**config.mk**
```make
export PLATFORM = sky130hd
export DESIGN_NAME = ahb_iprefetch
export DESIGN_NICKNAME = d
export VERILOG_FILES = /design/src/rtl/ahb_iprefetch_pkg.sv /design/src/rtl/ahb_iprefetch_fifo.sv /design/src/rtl/ahb_iprefetch.sv
export SDC_FILE = /design/constraint.sdc
export NUM_CORES = 1
export LEC_CHECK = 0
export ABC_CLOCK_PERIOD_IN_PS = 3600
export CORE_UTILIZATION = 40
export CTS_CLUSTER_DIAMETER = 50
export CTS_CLUSTER_SIZE = 12
export DETAILED_ROUTE_END_ITERATION = 7
export SLEW_MARGIN = 15
export SYNTH_ARGS = -nofsm -noshare
export SYNTH_HDL_FRONTEND = slang
export SYNTH_SLANG_ARGS = --single-unit
```
**constraint.sdc**
```tcl
create_clock -name HCLK -period 3.6 [get_ports HCLK]
set_clock_uncertainty 0.1 [all_clocks]
set_input_delay 0.72 -clock HCLK [delete_from_list [all_inputs] [get_ports HCLK]]
set_output_delay 0.72 -clock HCLK [all_outputs]
set_load 0.01 [all_outputs]
```
**src/rtl/ahb_iprefetch_pkg.sv**
```systemverilog
// Shared definitions for the AHB-Lite instruction prefetcher: bus encodings,
// controller states and a small sizing helper.
package ahb_iprefetch_pkg;

  localparam logic [1:0] HTRANS_IDLE   = 2'b00;
  localparam logic [1:0] HTRANS_NONSEQ = 2'b10;
  localparam logic [2:0] HSIZE_WORD    = 3'b010;

  typedef enum logic [1:0] {
    ST_IDLE  = 2'b00,
    ST_FETCH = 2'b01,
    ST_ERROR = 2'b10
  } ipf_state_e;

  // Occupancy counters must be able to hold the value DEPTH itself.
  function automatic int count_width(input int depth);
    return $clog2(depth) + 1;
  endfunction

endpackage

```
**src/rtl/ahb_iprefetch_fifo.sv**
```systemverilog
// Power-of-two circular FIFO holding {instruction, address} entries for the
// prefetcher; clear wins over push and pop in the same cycle.
module ipf_fifo #(
  parameter int DEPTH = 4,
  parameter int W     = 48
) (
  input  logic                   clk,
  input  logic                   rst_n,
  input  logic                   push,
  input  logic                   pop,
  input  logic                   clear,
  input  logic [W-1:0]           wdata,
  output logic [W-1:0]           rdata,
  output logic [$clog2(DEPTH):0] count
);

  localparam int PW = $clog2(DEPTH);
  localparam int CW = PW + 1;

  logic [W-1:0]  mem [DEPTH];
  logic [PW-1:0] wr_ptr;
  logic [PW-1:0] rd_ptr;
  logic [CW-1:0] cnt_q;
  logic          do_push;
  logic          do_pop;

  assign do_push = push && (cnt_q != CW'(DEPTH));
  assign do_pop  = pop && (cnt_q != '0);
  assign count   = cnt_q;
  assign rdata   = mem[rd_ptr];

  always_ff @(posedge clk or negedge rst_n) begin
    if (!rst_n) begin
      wr_ptr <= '0;
      rd_ptr <= '0;
      cnt_q  <= '0;
      for (int i = 0; i < DEPTH; i++) begin
        mem[i] <= '0;
      end
    end else if (clear) begin
      wr_ptr <= '0;
      rd_ptr <= '0;
      cnt_q  <= '0;
    end else begin
      if (do_push) begin
        mem[wr_ptr] <= wdata;
        wr_ptr      <= wr_ptr + PW'(1);
      end
      if (do_pop) begin
        rd_ptr <= rd_ptr + PW'(1);
      end
      case ({do_push, do_pop})
        2'b10:   cnt_q <= cnt_q + CW'(1);
        2'b01:   cnt_q <= cnt_q - CW'(1);
        default: cnt_q <= cnt_q;
      endcase
    end
  end

endmodule

```
**src/rtl/ahb_iprefetch.sv**
```systemverilog
// AHB-Lite instruction prefetcher: streams sequential word reads into a small
// FIFO, supports redirect (flush) and parks on bus errors until redirected.
module ahb_iprefetch
  import ahb_iprefetch_pkg::*;
#(
  parameter int AW    = 16,
  parameter int DEPTH = 4
) (
  input  logic          HCLK,
  input  logic          HRESETn,
  input  logic          en,
  input  logic          flush,
  input  logic [AW-1:0] flush_addr,
  output logic          instr_valid,
  input  logic          instr_ready,
  output logic [31:0]   instr_data,
  output logic [AW-1:0] instr_addr,
  output logic          fetch_err,
  output logic [AW-1:0] HADDR,
  output logic [1:0]    HTRANS,
  output logic [2:0]    HSIZE,
  output logic          HWRITE,
  output logic [31:0]   HWDATA,
  input  logic          HREADY,
  input  logic [31:0]   HRDATA,
  input  logic          HRESP
);

  localparam int CW = count_width(DEPTH);
  localparam int SW = CW + 1;
  localparam int FW = 32 + AW;

  ipf_state_e    state_q;
  logic [AW-1:0] ptr_q;
  logic [AW-1:0] haddr_q;
  logic [1:0]    htrans_q;
  logic          ap_discard_q;
  logic          dp_valid_q;
  logic [AW-1:0] dp_addr_q;
  logic          dp_discard_q;
  logic          fetch_err_q;

  logic          ap_active;
  logic          ap_accept;
  logic          ap_stall;
  logic          dp_done;
  logic          dp_stays;
  logic          err_first;
  logic          push;
  logic          pop;
  logic          inflight_after;
  logic          can_issue;
  logic [CW-1:0] fifo_count;
  logic [SW-1:0] count_after;
  logic [FW-1:0] fifo_rdata;
  logic [AW-1:0] flush_ptr;
  logic          unused_addr_bits;

  assign HADDR  = haddr_q;
  assign HTRANS = htrans_q;
  assign HSIZE  = HSIZE_WORD;
  assign HWRITE = 1'b0;
  assign HWDATA = '0;

  assign fetch_err        = fetch_err_q;
  assign flush_ptr        = {flush_addr[AW-1:2], 2'b00};
  assign unused_addr_bits = ^flush_addr[1:0];

  assign ap_active = (htrans_q == HTRANS_NONSEQ);
  assign ap_accept = ap_active && HREADY;
  assign ap_stall  = ap_active && !HREADY;
  assign dp_done   = dp_valid_q && HREADY;
  assign dp_stays  = dp_valid_q && !HREADY;
  assign err_first = dp_valid_q && HRESP && !HREADY;

  assign push = dp_done && !HRESP && !dp_discard_q;
  assign pop  = instr_valid && instr_ready;

  // Issue only if the FIFO can absorb every beat in flight after this edge
  // plus the one about to be driven, so a push can never find the FIFO full.
  assign inflight_after = ap_accept || dp_stays;
  assign count_after    = SW'(fifo_count) + SW'(push) - SW'(pop);
  assign can_issue      = en && (state_q == ST_FETCH) &&
                          ((count_after + SW'(inflight_after)) < SW'(DEPTH));

  ipf_fifo #(
    .DEPTH(DEPTH),
    .W    (FW)
  ) u_fifo (
    .clk  (HCLK),
    .rst_n(HRESETn),
    .push (push),
    .pop  (pop),
    .clear(flush),
    .wdata({HRDATA, dp_addr_q}),
    .rdata(fifo_rdata),
    .count(fifo_count)
  );

  assign instr_valid = (fifo_count != '0);
  assign instr_data  = fifo_rdata[FW-1:AW];
  assign instr_addr  = fifo_rdata[AW-1:0];

  always_ff @(posedge HCLK or negedge HRESETn) begin
    if (!HRESETn) begin
      state_q      <= ST_IDLE;
      ptr_q        <= '0;
      haddr_q      <= '0;
      htrans_q     <= HTRANS_IDLE;
      ap_discard_q <= 1'b0;
      dp_valid_q   <= 1'b0;
      dp_addr_q    <= '0;
      dp_discard_q <= 1'b0;
      fetch_err_q  <= 1'b0;
    end else begin
      if (ap_accept) begin
        dp_valid_q   <= 1'b1;
        dp_addr_q    <= haddr_q;
        dp_discard_q <= ap_discard_q || flush;
      end else if (dp_done) begin
        dp_valid_q   <= 1'b0;
        dp_discard_q <= 1'b0;
      end else if (dp_valid_q && (flush || err_first)) begin
        dp_discard_q <= 1'b1;
      end

      // A stalled NONSEQ must stay on the bus through a redirect; it is
      // tagged so its data is dropped once it finally completes.
      if (flush) begin
        state_q     <= ST_FETCH;
        fetch_err_q <= 1'b0;
        ptr_q       <= flush_ptr;
        if (ap_stall && !err_first) begin
          ap_discard_q <= 1'b1;
        end else begin
          htrans_q     <= HTRANS_IDLE;
          ap_discard_q <= 1'b0;
        end
      end else if (err_first) begin
        state_q      <= ST_ERROR;
        fetch_err_q  <= 1'b1;
        htrans_q     <= HTRANS_IDLE;
        ap_discard_q <= 1'b0;
      end else if (ap_stall) begin
        htrans_q <= htrans_q;
      end else if (can_issue) begin
        htrans_q     <= HTRANS_NONSEQ;
        haddr_q      <= ptr_q;
        ptr_q        <= ptr_q + AW'(4);
        ap_discard_q <= 1'b0;
      end else begin
        htrans_q     <= HTRANS_IDLE;
        ap_discard_q <= 1'b0;
      end
    end
  end

endmodule

```
==> metrics, run 1 <==
synthesis-stage register bit count 239; crit path launch u_fifo.rd_ptr[1]; total number of vias 6326; max cap viols 0; Final nets 930; sw frac 28.22%; Gate power share 28.6%; vias per inst 5.156; Internal Pwr Total 6.561 mW; Initial DRC Count 240; critical path launch point type flop; CTS Sinks 239; setup slack, reg-to-reg 580 ps; first-pass GRT wire length 37.23 mm; setup ws final 299.0 ps; Post-CTS Resized 0; Max IR drop VDD 0.4017 mV; DP Area 12550 sq um; Fin Hold WS 91.29 ps; syn_area_per_cell 15.10 sq um; DP Worst Slack -33.97 ps; ys async rst share 100.0%; Die Wd 168.3 microns; most common cell after layout, fill and taps aside dfrtp_1; Area Overhead vs Synth 22.24%; GRT Overall Usage 16.59%; CTS buffer count 29; Detailed Place HPWL 14.19 mm; Post-Route WL 22.59 mm; clock buffer depth 3; pin count of the biggest net entering global routing 92; area of the mapped netlist 11070 sq um; status finished clean; Synth Instances 733; area share of the largest cell type after synthesis 54.04%; Post-synth EDFFs 0; initial antenna violation count 0; layout cells sized above 1 35.78%; H-Tree Depth 1; Die ar. 28340 sq um; Hold Fails Final Rpt 0; Setup Total Neg Slack 0 ps; worst skew pair latency 540 ps; vias in the first global route 6531; Die Ht 168.3 microns; commonest register cell after synthesis dfrtp_1; power per cell area 675.6 nW/um^2; Routed Antenna Nets 0; Final setup viols 0; core area 27030 sq um; Slew @ Worst Pin 751.3 ps; Synth area leaders dfrtp_1, mux2_2, mux4_2; worst hold path type in2async; CTS tree built; GPL Wtd Cong 0.7567; Final min period 3301 ps; delay of the slowest critical-path stage 770 ps; switching power 2.579 mW; Rows 60; I/O pins 159; CTS Root Cell clkbuf_16; yosys warns 0; postcts setup bufs 0; Reg clk slew, reported paths 60 ps; Wirelength per Cell 18.41 microns; critical path data arrival time 2480 ps; CP Capture Type output port; Antenna Diode Count 0; Flop pwr share 39.1%; CP required 2780 ps; critical path cell sequence buf_4 > mux4_2 > clkdlybuf4s50_1; Critical-path top delay cell dfrtp_2; RSZ-0062 raised after global routing false; Max Clock Freq 0.3029 GHz; Slew Limit Fails 0; clock group share of total power 32.3%; LEAKAGE 6.242 nW; IO Port Bufs 115; category of the most critical setup path reg2out; commonest non-fill, non-tap cells in the layout dfrtp_1, mux2_2, clkdlybuf4s50_1; Post-CTS Hold Fix Bufs 0; Synth area leader dfrtp_1; design area 13530 sq um; starting density of the core 40.95%; Total Power 9.140 mW; sequential area share after synthesis 54.04%; CP max FO 19; GRT overflow 0; drt first pass iters 7; RR Startpoint u_fifo.count[0]; Netlist cell types 46; post-route clock period utilization 91.69%; Worst slew margin 49.91%; Post-route DRC 0
power groups by stage:
stage	combinational (mW)	sequential, mW	clock, mW
6_report	2.62	3.57	2.95
5_1_grt	2.84	3.67	3.14
4_1_cts	2.66	3.58	3.04
3_5_place_dp	2.65	3.63	0
3_3_place_gp	2.62	3.62	0
2_1_floorplan	1.56	3.46	0
state kept, by name, summed over array words and instances (netlist names):
| signal | cells |
|---|---|
| ptr_q | 14 |
| dp_addr_q | 14 |
| ap_discard_q | 1 |
| u_fifo.mem | 184 |
| dp_valid_q | 1 |
| HTRANS | 1 |
| dp_discard_q | 1 |
| u_fifo.count | 3 |
| u_fifo.rd_ptr | 2 |
| state_q | 2 |
| u_fifo.wr_ptr | 2 |
| HADDR | 14 |
worst max-delay path: cells and delay by family, from the launching register on:
kind | cells | cell delay (ps)
multiplexers | 1 | 330
buffers and inverters | 2 | 830
flip-flops | 1 | 770
layout make-up:
type	instances	area (sq um)
Fill cell	2325	13500
Tap cell	341	426.7
Sequential cell	239	5986
Multi-Input combinational cell	439	4564
Clock buffer	37	775.7
Inverter	13	48.80
Timing Repair Buffer	143	1529
Clock inverter	15	197.7
final timing paths:
kind / end / cells past startpoint
max: instr_data[31] / 3
min: u_fifo.mem[169] / 1
max reg2reg: ptr_q[15] / 10
min reg2reg: u_fifo.mem[51] / 1
max in group asynchronous: u_fifo.mem[43] / 2
min in group HCLK: u_fifo.mem[51] / 1
cell usage after synthesis, drive strengths merged (5+ instances only):
| cell | n |
|---|---|
| clkbuf | 9 |
| mux2 | 214 |
| ha | 9 |
| nand3 | 10 |
| xor2 | 9 |
| inv | 13 |
| mux4 | 46 |
| and3 | 7 |
| nor2 | 19 |
| dfrtp | 239 |
| nor2b | 5 |
| o21ai | 11 |
| nand2 | 20 |
| buf | 72 |
cell families after synthesis:
| kind of cell | after synthesis | synth area share [%] |
|---|---|---|
| multiplexers | 263 | 31.71 |
| AND/OR/NAND/NOR | 81 | 3.923 |
| XOR/XNOR | 12 | 0.9498 |
| adder cells (fa/ha/maj) | 10 | 1.198 |
| AO/OA/AOI/OAI | 32 | 2.024 |
| flip-flops | 239 | 54.04 |
| buffers and inverters | 94 | 6.083 |
| other | 2 | 0.06786 |
through the flow:
stage,utilization (%),instances
floorplan,-,772
global placement,46.45,1175
detailed placement,46.45,1175
CTS,50.06,1227
global route,50.06,1227
finish,50.06,1227
routing by layer:
metal,track usage [%],wire length [microns]
met1,23.85,10790
met2,26.05,10340
met3,3.056,1036
met4,3.874,427
met5,0,0
Power figures use the tool's default switching activity.
==> run 2: changes to the inputs <==
Settings changed: CORE_MARGIN set to 1.5, SLEW_MARGIN 15 to 20.
==> run 2 against run 1 <==
  * Sequential power about the same
  * Core utilization grew 0.53 points
  * Wire length fell by 1.0%
  * Register-to-register slack lost 50 ps
  * Non-clock buffer count grew 2
  * Die area increased by 1.2%
  * Critical endpoint is now instr_addr[3]
  * Sequential share of layout area fell by 0.47 points
  * Combinational power is 2% lower
  * Cell count up 0.24%
  * Critical path depth unchanged
==> metrics, run 2 (synthesis gave the netlist of run 1 again) <==
status finished clean; Final nets 933; Die ar. 28670 sq um; CTS tree built; max cap viols 0; commonest non-fill, non-tap cells in the layout dfrtp_1, mux2_2, clkdlybuf4s50_1; Max IR drop VDD 0.3470 mV; CP Capture Type output port; H-Tree Depth 1; Detailed Place HPWL 14.22 mm; critical path data arrival time 2580 ps; Max Clock Freq 0.2943 GHz; worst skew pair latency 540 ps; DP Worst Slack -88.84 ps; most common cell after layout, fill and taps aside dfrtp_1; GRT overflow 0; Fin Hold WS 92.85 ps; Reg with most FFs u_fifo.mem; Routed Antenna Nets 0; GRT Overall Usage 16.19%; Wirelength per Cell 18.18 microns; power per cell area 701.8 nW/um^2; vias per inst 5.093; pin count of the biggest net entering global routing 99; CTS Root Cell clkbuf_16; initial antenna violation count 0; Setup Total Neg Slack 0 ps; Post-Route WL 22.37 mm; Worst slew margin 47.63%; Die Wd 169.3 microns; switching power 2.590 mW; core area 27030 sq um; Reg clk slew, reported paths 60 ps; Gate power share 26.9%; Hold Fails Final Rpt 0; Post-CTS Resized 0; Antenna Diode Count 0; LEAKAGE 6.334 nW; category of the most critical setup path reg2out; Layout Utilization 50.59%; total number of vias 6264; postcts setup bufs 0; CTS Sinks 239; Final min period 3398 ps; vias in the first global route 6580; IO Port Bufs 115; Slew Limit Fails 0; Area Overhead vs Synth 23.54%; first-pass GRT wire length 36.76 mm; layout cells sized above 1 36.45%; Final setup viols 0; Rows 60; I/O pins 159; critical path launch point type flop; Flop pwr share 37.5%; CTS buffer count 30; Slew @ Worst Pin 785.6 ps; CP max FO 17; RSZ-0062 raised after global routing false; setup ws final 202.5 ps; Post-route DRC 0; post-route clock period utilization 94.38%; flip-flop count of the largest register after layout 184; drt first pass iters 4; sw frac 26.99%; starting density of the core 40.95%; Internal Pwr Total 7.006 mW; worst hold path type in2async; Die Ht 169.3 microns; GPL Wtd Cong 0.7959; clock buffer depth 3; CP required 2780 ps; clock group share of total power 35.6%; Post-CTS Hold Fix Bufs 0; Initial DRC Count 265
==> run 2: changes by cell type in the layout (fill, tap and decap cells not counted), sizes merged <==
cell      before  now
inv           16   15
bufinv         4    9
clkinvlp       3    1
buf           29   31
clkbuf        37   36
==> run 2: path summary, 6_finish.rpt <==
check / startpoint / to / slack [ps] / cells after the start
max in group asynchronous: HRESETn / HADDR[5] / 2440 / 2
min: HRESETn / u_fifo.mem[166] / 90 / 1
max: u_fifo.rd_ptr[0] / instr_addr[3] / 200 / 3
min in group HCLK: u_fifo.mem[13] / u_fifo.mem[13] / 380 / 1
max reg2reg: u_fifo.count[0] / ptr_q[15] / 530 / 10
min reg2reg: u_fifo.mem[13] / u_fifo.mem[13] / 380 / 1
==> run 2: worst max-delay path, cell delays in order (launching register included) <==
cell and delay [ps]:
dfrtp_4 690, buf_4 310, mux4_2 530, clkdlybuf4s50_1 510
==> run 2: power groups by stage <==
stage | Clock [mW] | Sequential [mW] | Combinational [mW]
detailed placement | 0 | 3.64 | 2.62
floorplan | 0 | 3.46 | 1.56
CTS | 3.49 | 3.60 | 2.63
global route | 3.61 | 3.67 | 2.80
global placement | 0 | 3.63 | 2.59
finish | 3.42 | 3.60 | 2.58
==> run 2: layout make-up <==
cell class	instances	area, sq um
clock inverter	17	327.8
sequential	239	5986
fill	2322	13350
tap	341	426.7
multi-input combinational	439	4564
timing repair buffer	145	1494
clock buffer	36	824.5
inverter	13	48.80
==> run 2: stage by stage <==
stage	area, sq um	std cells	total power, mW
after global routing	13670	1230	10.09
after floorplan	11210	772	5.016
after detailed placement	12520	1177	6.255
after global placement	12520	1177	6.219
after CTS	13670	1230	9.726
final	13670	1230	9.596
==> run 2: metal layers <==
metal,part of all wire (%),vias to the layer above,track usage (%),wire (microns)
met5,0,-,0,0
met4,1.9,0,3.424,419
met3,4.3,27,2.868,970
met2,46,148,25.19,10190
met1,48,3225,23.79,10780
li1,-,2864,-,-
